===== config.mk =====
export PLATFORM = sky130hd
export DESIGN_NAME = median_window_ctrl
export DESIGN_NICKNAME = d
export VERILOG_FILES = /design/src/rtl/median_window_ctrl.sv
export SDC_FILE = /design/constraint.sdc
export NUM_CORES = 1
export LEC_CHECK = 0
export ABC_CLOCK_PERIOD_IN_PS = 2000
export BUFFER_PORTS_ARGS = -buffer_cell sky130_fd_sc_hd__buf_2
export CAP_MARGIN = 20
export CORE_MARGIN = 4
export CORE_UTILIZATION = 45
export DETAILED_ROUTE_END_ITERATION = 16
export PLACE_DENSITY = 0.82
export RECOVER_POWER = 50
export SETUP_SLACK_MARGIN = 0.4
export SYNTH_ARGS = -nofsm -noshare
export SYNTH_HDL_FRONTEND = slang
export SYNTH_SLANG_ARGS = --single-unit
export TNS_END_PERCENT = 50

===== constraint.sdc =====
create_clock -name clk -period 2 [get_ports clk]
set_input_delay 0.2 -clock clk [delete_from_list [all_inputs] [get_ports clk]]
set_output_delay 0.2 -clock clk [all_outputs]
set_load 0.05 [all_outputs]

===== src/rtl/median_window_ctrl.sv =====
// Streaming controller for the 3x3 approximate median datapath: builds a
// 3-column sliding window from column beats and registers the datapath result.
module median_window_ctrl #(
  parameter int DW    = 8,
  parameter int IMG_W = 64
) (
  input  logic          clk,
  input  logic          rst,
  input  logic [1:0]    cfg_mode,
  input  logic          cfg_load,
  input  logic          in_valid,
  output logic          in_ready,
  input  logic [DW-1:0] in_top,
  input  logic [DW-1:0] in_mid,
  input  logic [DW-1:0] in_bot,
  input  logic          in_last,
  output logic [DW-1:0] win_i0,
  output logic [DW-1:0] win_i1,
  output logic [DW-1:0] win_i2,
  output logic [DW-1:0] win_i3,
  output logic [DW-1:0] win_i4,
  output logic [DW-1:0] win_i5,
  output logic [DW-1:0] win_i6,
  output logic [DW-1:0] win_i7,
  output logic [DW-1:0] win_i8,
  output logic [1:0]    win_s,
  input  logic [DW-1:0] cf_y,
  output logic          out_valid,
  input  logic          out_ready,
  output logic [DW-1:0] out_data,
  output logic          out_last,
  output logic          err_short,
  output logic          busy,
  output logic [1:0]    dbg_state
);

  localparam int CW = $clog2(IMG_W + 1);

  typedef enum logic [1:0] {
    S_IDLE = 2'd0,
    S_FILL = 2'd1,
    S_RUN  = 2'd2
  } state_e;

  state_e               state_q, state_d;
  logic [1:0]           mode_q, mode_d;
  logic [CW-1:0]        col_cnt_q, col_cnt_d;
  logic                 win_full_q, win_full_d;
  logic                 last_pend_q, last_pend_d;
  logic                 out_valid_q, out_valid_d;
  logic [DW-1:0]        out_data_q, out_data_d;
  logic                 out_last_q, out_last_d;
  logic                 err_short_q, err_short_d;
  // Index 0 is the oldest column (c0), index 2 the newest (c2).
  logic [2:0][DW-1:0]   top_q, top_d;
  logic [2:0][DW-1:0]   mid_q, mid_d;
  logic [2:0][DW-1:0]   bot_q, bot_d;

  logic                 accept;
  logic                 capture;
  logic                 strip_start;
  logic [CW-1:0]        col_cnt_inc;

  always_ff @(posedge clk) begin
    if (rst) begin
      state_q     <= S_IDLE;
      mode_q      <= 2'd0;
      col_cnt_q   <= '0;
      win_full_q  <= 1'b0;
      last_pend_q <= 1'b0;
      out_valid_q <= 1'b0;
      out_data_q  <= '0;
      out_last_q  <= 1'b0;
      err_short_q <= 1'b0;
      top_q       <= '0;
      mid_q       <= '0;
      bot_q       <= '0;
    end else begin
      state_q     <= state_d;
      mode_q      <= mode_d;
      col_cnt_q   <= col_cnt_d;
      win_full_q  <= win_full_d;
      last_pend_q <= last_pend_d;
      out_valid_q <= out_valid_d;
      out_data_q  <= out_data_d;
      out_last_q  <= out_last_d;
      err_short_q <= err_short_d;
      top_q       <= top_d;
      mid_q       <= mid_d;
      bot_q       <= bot_d;
    end
  end

  // Both ports transfer on a rising edge where valid && ready; the side that
  // raises valid holds its payload stable until that edge.
  always_comb begin
    state_d     = state_q;
    mode_d      = mode_q;
    col_cnt_d   = col_cnt_q;
    win_full_d  = win_full_q;
    last_pend_d = last_pend_q;
    out_valid_d = out_valid_q;
    out_data_d  = out_data_q;
    out_last_d  = out_last_q;
    err_short_d = 1'b0;
    top_d       = top_q;
    mid_d       = mid_q;
    bot_d       = bot_q;
    strip_start = 1'b0;

    in_ready    = !win_full_q || !out_valid_q || out_ready;
    accept      = in_valid && in_ready;
    capture     = win_full_q && (!out_valid_q || out_ready);
    col_cnt_inc = col_cnt_q + CW'(1);

    if (capture) begin
      out_data_d  = cf_y;
      out_last_d  = last_pend_q;
      out_valid_d = 1'b1;
      win_full_d  = 1'b0;
      last_pend_d = 1'b0;
    end else if (out_ready) begin
      out_valid_d = 1'b0;
    end

    if (accept) begin
      top_d = {in_top, top_q[2], top_q[1]};
      mid_d = {in_mid, mid_q[2], mid_q[1]};
      bot_d = {in_bot, bot_q[2], bot_q[1]};
    end

    case (state_q)
      S_IDLE: begin
        if (cfg_load) mode_d = cfg_mode;
        strip_start = accept;
      end
      S_FILL: begin
        if (accept) begin
          col_cnt_d = col_cnt_inc;
          if (col_cnt_inc == CW'(3)) begin
            state_d     = S_RUN;
            win_full_d  = 1'b1;
            last_pend_d = in_last || (col_cnt_inc == CW'(IMG_W));
          end else if (in_last) begin
            state_d     = S_IDLE;
            err_short_d = 1'b1;
          end
        end
      end
      S_RUN: begin
        // With the terminal window pending, a beat can only be accepted on the
        // edge that captures it, so that beat opens the next strip.
        if (last_pend_q) begin
          if (capture) begin
            state_d     = S_IDLE;
            strip_start = accept;
          end
        end else if (accept) begin
          col_cnt_d   = col_cnt_inc;
          win_full_d  = 1'b1;
          last_pend_d = in_last || (col_cnt_inc == CW'(IMG_W));
        end
      end
      default: state_d = S_IDLE;
    endcase

    if (strip_start) begin
      col_cnt_d = CW'(1);
      if (in_last) begin
        state_d     = S_IDLE;
        err_short_d = 1'b1;
      end else begin
        state_d = S_FILL;
      end
    end
  end

  assign win_i0    = top_q[0];
  assign win_i1    = top_q[1];
  assign win_i2    = top_q[2];
  assign win_i3    = mid_q[0];
  assign win_i4    = mid_q[1];
  assign win_i5    = mid_q[2];
  assign win_i6    = bot_q[0];
  assign win_i7    = bot_q[1];
  assign win_i8    = bot_q[2];
  assign win_s     = mode_q;
  assign out_valid = out_valid_q;
  assign out_data  = out_data_q;
  assign out_last  = out_last_q;
  assign err_short = err_short_q;
  assign busy      = (state_q != S_IDLE);
  assign dbg_state = state_q;

endmodule

==> results.json, run 1 <==
{
  "ys_seq_elements": 96,
  "port_buffers": 128,
  "path_clk_slew_ps": 100,
  "grt_max_degree": 71,
  "vias": 3590,
  "multi_input_area_um2": 1760,
  "hold_viol": 0,
  "grtUsageTotal_pct": 17.9,
  "relSlewSlack_pct": 58.8,
  "wl_per_cell_um": 13.2,
  "fin_area_um2": 4720,
  "antenna_found_initial": 0,
  "grt_pass1_vias": 3310,
  "fp-row-count": 33,
  "synth_cells": 469,
  "routed_wl_mm": 9.27,
  "whs_ps": 74.3,
  "clock-sinks": 96,
  "post-dp-hpwl_mm": 6.29,
  "dieArea_um2": 9870,
  "dp_cells": 677,
  "syn_area_um2": 3750,
  "n_antenna_cell": 0,
  "place.gp.congestion": 0.924,
  "rsz0062_at_grt": "true",
  "slowest_delay_ps": 470,
  "final_max_slew_viol_count": 0,
  "layout_commonest_cell": "nand2_1",
  "syn_to_final_growth_pct": 25.7,
  "ir_drop_v": 0.000371,
  "arrival_ps": 2020,
  "drive_above_1_share_pct": 19.3,
  "final_cells": 701,
  "gr-total-overflow": 0,
  "worstPathMaxFanout": 4,
  "cts_tree": "yes",
  "coreArea_um2": 8180,
  "worstSetupPathType": "reg -> reg",
  "max_freq_mhz": 571,
  "setup_viol": 0,
  "critPathLaunchType": "register",
  "die_w_um": 99.3,
  "drt_pass1_iterations": 4,
  "die_y_um": 99.3,
  "worstMarginPinSlew_ps": 621,
  "cts-htree-levels": 3,
  "clockRootBuffer": "clkbuf_8",
  "initial_core_util_pct": 45.9,
  "cts_buffer_depth": 2,
  "maxCapViolCount": 0,
  "dpl_cell_area_um2": 4450,
  "tns_ps": 0,
  "routed_via_density": 5.12,
  "cts_made_buffers": 9,
  "crit_path_cell_trace": "inv_2 -> ha_1 -> nand2b_1 -> nor2_1 -> or4b_1 -> o32ai_1",
  "p_leak_nw": 1.73,
  "skew_ps": 10.2,
  "ys_types": 44,
  "status": "complete, no violations",
  "slowest_stage": "or4b_1",
  "synth_fp_nets": 514,
  "grt_first_pass_wirelength_mm": 14.8,
  "yosysWarnings": 0,
  "critPathCaptureType": "register",
  "fin_crit_ps": 1750,
  "drc": 0,
  "final_cell_mix": "169 x nand2_1, 89 x dfxtp_1, 85 x a21oi_1, 80 x clkbuf_1, 47 x buf_2",
  "postCtsHoldBufs": 0,
  "ff_latch_area_um2": 1940,
  "ant_nets": 0,
  "power_density_nw_per_um2": 781,
  "n_fill_cell": 794,
  "hp-class": "in -> reg",
  "ys_seq_area_share_pct": 51.2,
  "first_iter_violations": 121,
  "fin_nets": 636,
  "required_ps": 2260,
  "synth_area_per_cell_um2": 8.01,
  "clk_latency_ps": 350,
  "io_pins": 129,
  "fin_crit_sh_pct": 87.6
}
[path summary, 6_finish.rpt]
check               startpoint     endpoint  slack (ps)  cells past startpoint
setup / recovery  dbg_state[0]  last_pend_q         250                      6
setup reg to reg  dbg_state[0]  last_pend_q         250                      6
hold reg to reg      win_i6[0]    win_i6[0]         460                      2
hold / removal         cf_y[3]  out_data[3]          70                      3
[cells by family after synthesis]
group | share of synthesized area (%)
AO/OA/AOI/OAI | 15.8
XOR/XNOR | 2.10
adder cells (fa/ha/maj) | 1.67
buffers and inverters | 4.90
flip-flops | 51.2
AND/OR/NAND/NOR | 24.3
[stage by stage]
stage / util [%] / total power, mW / setup WS [ps]
5_1_grt: 57.7 / 3.85 / 147
2_1_floorplan: - / 2.41 / 130
6_report: 57.7 / 3.69 / 248
3_3_place_gp: 54.4 / 2.52 / 170
3_5_place_dp: 54.4 / 2.53 / 106
4_1_cts: 57.8 / 3.73 / 299
[registers in the layout, summed over array words and instances (netlist names)]
register / count
out_data: 8
win_i0: 8
win_i1: 8
win_i2: 8
win_i3: 8
win_i4: 8
win_i5: 8
win_i6: 8
win_i7: 8
win_i8: 8
col_cnt_q: 7
dbg_state: 2
win_s: 2
err_short: 1
last_pend_q: 1
out_last: 1
out_valid: 1
win_full_q: 1
[worst max-delay path: cells and delay by family, from the launching register on]
family | cells | cell delay (ps)
flops | 1 | 450
fa+ha+maj | 1 | 340
compound gates | 1 | 130
buf+inv | 1 | 90
simple gates | 3 | 650
[layout make-up]
class | instances | area share [%]
Timing Repair Buffer | 142 | 14.3
Sequential cell | 96 | 41.1
Clock buffer | 9 | 2.62
Multi-Input combinational cell | 335 | 37.3
Clock inverter | 7 | 1.30
Tap cell | 105 | 2.78
Inverter | 7 | 0.557
[repair_timing]
action / CTS / global route
endpoints found under the setup margin: 13 / 85
buffers inserted: 5 / 3
pin swaps: 1 / 2
gates resized for setup: 18 / 24
[routing by layer]
metal  vias to the layer above  global-route usage (%)  wire length [um]
met5                         -                       0                 0
met4                         0                    5.67                70
met3                         6                    4.49               752
met2                       133                    30.3              4340
met1                      1661                    22.6              4110
li1                       1790                       -                 -
[synthesized netlist by cell type, drive strengths merged]
master / number / area [um^2]
a211oi: 3 / 22.5
a21boi: 2 / 15.0
and3: 2 / 12.5
nor4: 2 / 12.5
o211a: 1 / 10.0
ha: 5 / 62.6
o21ai: 5 / 25.0
clkbuf: 14 / 62.6
a21oi: 86 / 430
nor2b: 3 / 18.8
inv: 7 / 26.3
a311o: 1 / 10.0
buf: 17 / 95.1
nor3: 1 / 5.00
a21o: 1 / 8.76
a31oi: 1 / 12.5
nand4: 3 / 18.8
nand3b: 1 / 7.51
xnor2: 3 / 26.3
or4b: 1 / 10.0
xor2: 6 / 52.6
nand3: 7 / 45.0
nor2: 11 / 41.3
o32ai: 2 / 17.5
o21a: 1 / 7.51
or3: 3 / 23.8
and4: 1 / 10.0
dfxtp: 96 / 1920
or3b: 1 / 8.76
o311ai: 1 / 8.76
and2: 2 / 12.5
nand2b: 5 / 31.3
o21bai: 2 / 26.3
nand2: 172 / 656
[report_power, final]
part,internal [mW],switching [mW]
Clock,0.479,0.715
Combinational,0.126,0.362
Sequential,1.96,0.0435
Total,2.57,1.12
Note: power is estimated with default switching activity, not from simulation.
==> inputs of run 2 (changes only) <==
--- a/config.mk
+++ b/config.mk
@@ -8,12 +8,14 @@
 export ABC_CLOCK_PERIOD_IN_PS = 2000
 export BUFFER_PORTS_ARGS = -buffer_cell sky130_fd_sc_hd__buf_2
 export CAP_MARGIN = 20
+export CORE_ASPECT_RATIO = 0.7
 export CORE_MARGIN = 4
 export CORE_UTILIZATION = 45
 export DETAILED_ROUTE_END_ITERATION = 16
 export PLACE_DENSITY = 0.82
 export RECOVER_POWER = 50
 export SETUP_SLACK_MARGIN = 0.4
+export SLEW_MARGIN = 20
 export SYNTH_ARGS = -nofsm -noshare
 export SYNTH_HDL_FRONTEND = slang
 export SYNTH_SLANG_ARGS = --single-unit
==> results.json, run 2 (same netlist as run 1, synthesis figures left out) <==
{
  "worstSetupPathType": "reg -> reg",
  "dieArea_um2": 9890,
  "setup_viol": 0,
  "status": "complete, no violations",
  "ff2ff_setup_slack_ps": 280,
  "slowest_stage": "or4b_1",
  "syn_to_final_growth_pct": 27.7,
  "met1_usage_pct": 23.5,
  "initial_core_util_pct": 46.9,
  "vias": 3538,
  "fin_area_um2": 4800,
  "switching_share_pct": 26.9,
  "final_max_slew_viol_count": 0,
  "fin_crit_ps": 1720,
  "use_met2_pct": 30.6,
  "dp_cells": 672,
  "clk_latency_ps": 330,
  "grt.busiest_layer": "met2",
  "p_leak_nw": 1.76,
  "intPower_mw": 2.96,
  "critPathCaptureType": "register",
  "routed_wl_mm": 9.63,
  "fp-row-count": 27,
  "grtUsageTotal_pct": 19.0,
  "slowest_delay_ps": 460,
  "clock-sinks": 96,
  "antenna_found_initial": 0,
  "post-dp-hpwl_mm": 6.42,
  "n_fill_cell": 742,
  "worstMarginPinSlew_ps": 629,
  "wl_per_cell_um": 13.9,
  "cts_tree": "yes",
  "grt_pass1_vias": 3322,
  "fin_nets": 634,
  "relSlewSlack_pct": 58.2,
  "grt_max_degree": 85,
  "final_cells": 695,
  "cp_top_family": "simple AND/OR/NAND/NOR gates",
  "n_antenna_cell": 0,
  "critPathLaunchType": "register",
  "arrival_ps": 1950,
  "gr-usage-met3_pct": 7.28,
  "cp.buffers_inverters": 1,
  "hp-class": "in -> reg",
  "drc": 0,
  "io_pins": 129,
  "max_freq_mhz": 581,
  "dpl_cell_area_um2": 4450,
  "coreArea_um2": 8010,
  "skew_ps": 4.55,
  "drive_above_1_share_pct": 18.7,
  "cts_buffer_depth": 2,
  "gr-total-overflow": 0,
  "power_density_nw_per_um2": 845,
  "rsz0062_at_grt": "true",
  "worstPathMaxFanout": 4,
  "required_ps": 2230,
  "grt_first_pass_wirelength_mm": 15.3,
  "power.switching_mw": 1.09,
  "p_clk_share_pct": 38.2,
  "final_cell_mix": "169 x nand2_1, 89 x dfxtp_1, 85 x a21oi_1, 80 x clkbuf_1, 47 x buf_2",
  "path_clk_slew_ps": 70,
  "clockRootBuffer": "clkbuf_16",
  "p_comb_share_pct": 12.1,
  "hold_viol": 0,
  "die_y_um": 84.4,
  "layout_commonest_cell": "nand2_1",
  "cts_made_buffers": 9,
  "routed_via_density": 5.09,
  "tns_ps": 0,
  "ir_drop_v": 0.000636,
  "ant_nets": 0,
  "maxCapViolCount": 0,
  "first_iter_violations": 307,
  "fin_crit_sh_pct": 86.0,
  "die_w_um": 117,
  "drt_pass1_iterations": 4,
  "pwr-share-seq_pct": 49.6,
  "crit_path_cell_trace": "inv_2 -> ha_1 -> nand2b_1 -> nor2_1 -> or4b_1 -> o32ai_1",
  "place.gp.congestion": 0.831,
  "port_buffers": 128,
  "cts-htree-levels": 3
}
==> run 2: changes by cell type in the layout (fill, tap and decap cells not counted), moves of 2 or more <==
| cell | previous run | this run |
|---|---|---|
| buf_4 | 11 | 9 |
| clkbuf_16 | 0 | 9 |
| clkbuf_8 | 9 | 1 |
| clkinv_2 | 1 | 4 |
| dfxtp_2 | 3 | 5 |
| dfxtp_4 | 4 | 2 |
| inv_6 | 2 | 0 |
| inv_8 | 2 | 0 |
==> run 2: path summary, 6_finish.rpt <==
kind	cells after the start	startpoint	to
min	3	cf_y[1]	out_data[1]
max reg2reg	6	dbg_state[0]	last_pend_q
min reg2reg	2	win_i3[1]	win_i3[1]
max	6	dbg_state[0]	last_pend_q
==> run 2: repair_timing <==
action	4_1_cts	5_1_grt
pin swaps	4	5
setup endpoints to repair	25	56
setup buffers	4	2
gates cloned	0	1
resized for setup	19	16
hold buffers	0	0
==> run 2: tightest hold or removal path: cells and delay by family <==
kind	cells	cell delay (ps)
compound gates	1	50
buf+inv	1	90
simple gates	1	40
==> run 2: final cells by class <==
| cell class | count | area, um^2 | area share [%] |
|---|---|---|---|
| clock buffers | 10 | 239 | 4.98 |
| clock inverters | 6 | 33.8 | 0.704 |
| inverters | 7 | 26.3 | 0.548 |
| multi-input cells | 336 | 1770 | 36.9 |
| flip-flops and latches | 96 | 1940 | 40.4 |
| well taps | 101 | 126 | 2.64 |
| repair buffers | 139 | 663 | 13.8 |
==> run 2: per-layer routing <==
| layer | vias up | share of wire (%) | wire length (um) |
|---|---|---|---|
| met2 | 124 | 46 | 4400 |
| li1 | 1781 | - | - |
| met3 | 17 | 7.4 | 714 |
| met4 | 0 | 1.7 | 168 |
| met5 | - | 0 | 0 |
| met1 | 1616 | 45 | 4350 |
==> run 2: power by group through the flow <==
| stage | sequential [mW] | combinational (mW) | clock (mW) |
|---|---|---|---|
| after floorplan | 2.23 | 0.183 | 0 |
| after global placement | 2.05 | 0.479 | 0 |
| after detailed placement | 2.05 | 0.487 | 0 |
| after CTS | 2.01 | 0.499 | 1.59 |
| after global routing | 2.02 | 0.528 | 1.68 |
| final | 2.01 | 0.492 | 1.55 |
==> run 2: stage by stage <==
step | utilization, % | total power [mW] | hold slack [ps] | setup slack [ps]
after floorplan | - | 2.41 | 314 | 130
after global placement | 55.6 | 2.53 | 440 | 176
after detailed placement | 55.6 | 2.54 | 444 | 71.2
after CTS | 60.0 | 4.10 | 92.0 | 332
after global routing | 59.9 | 4.23 | 89.7 | 196
final | 59.9 | 4.05 | 104 | 280
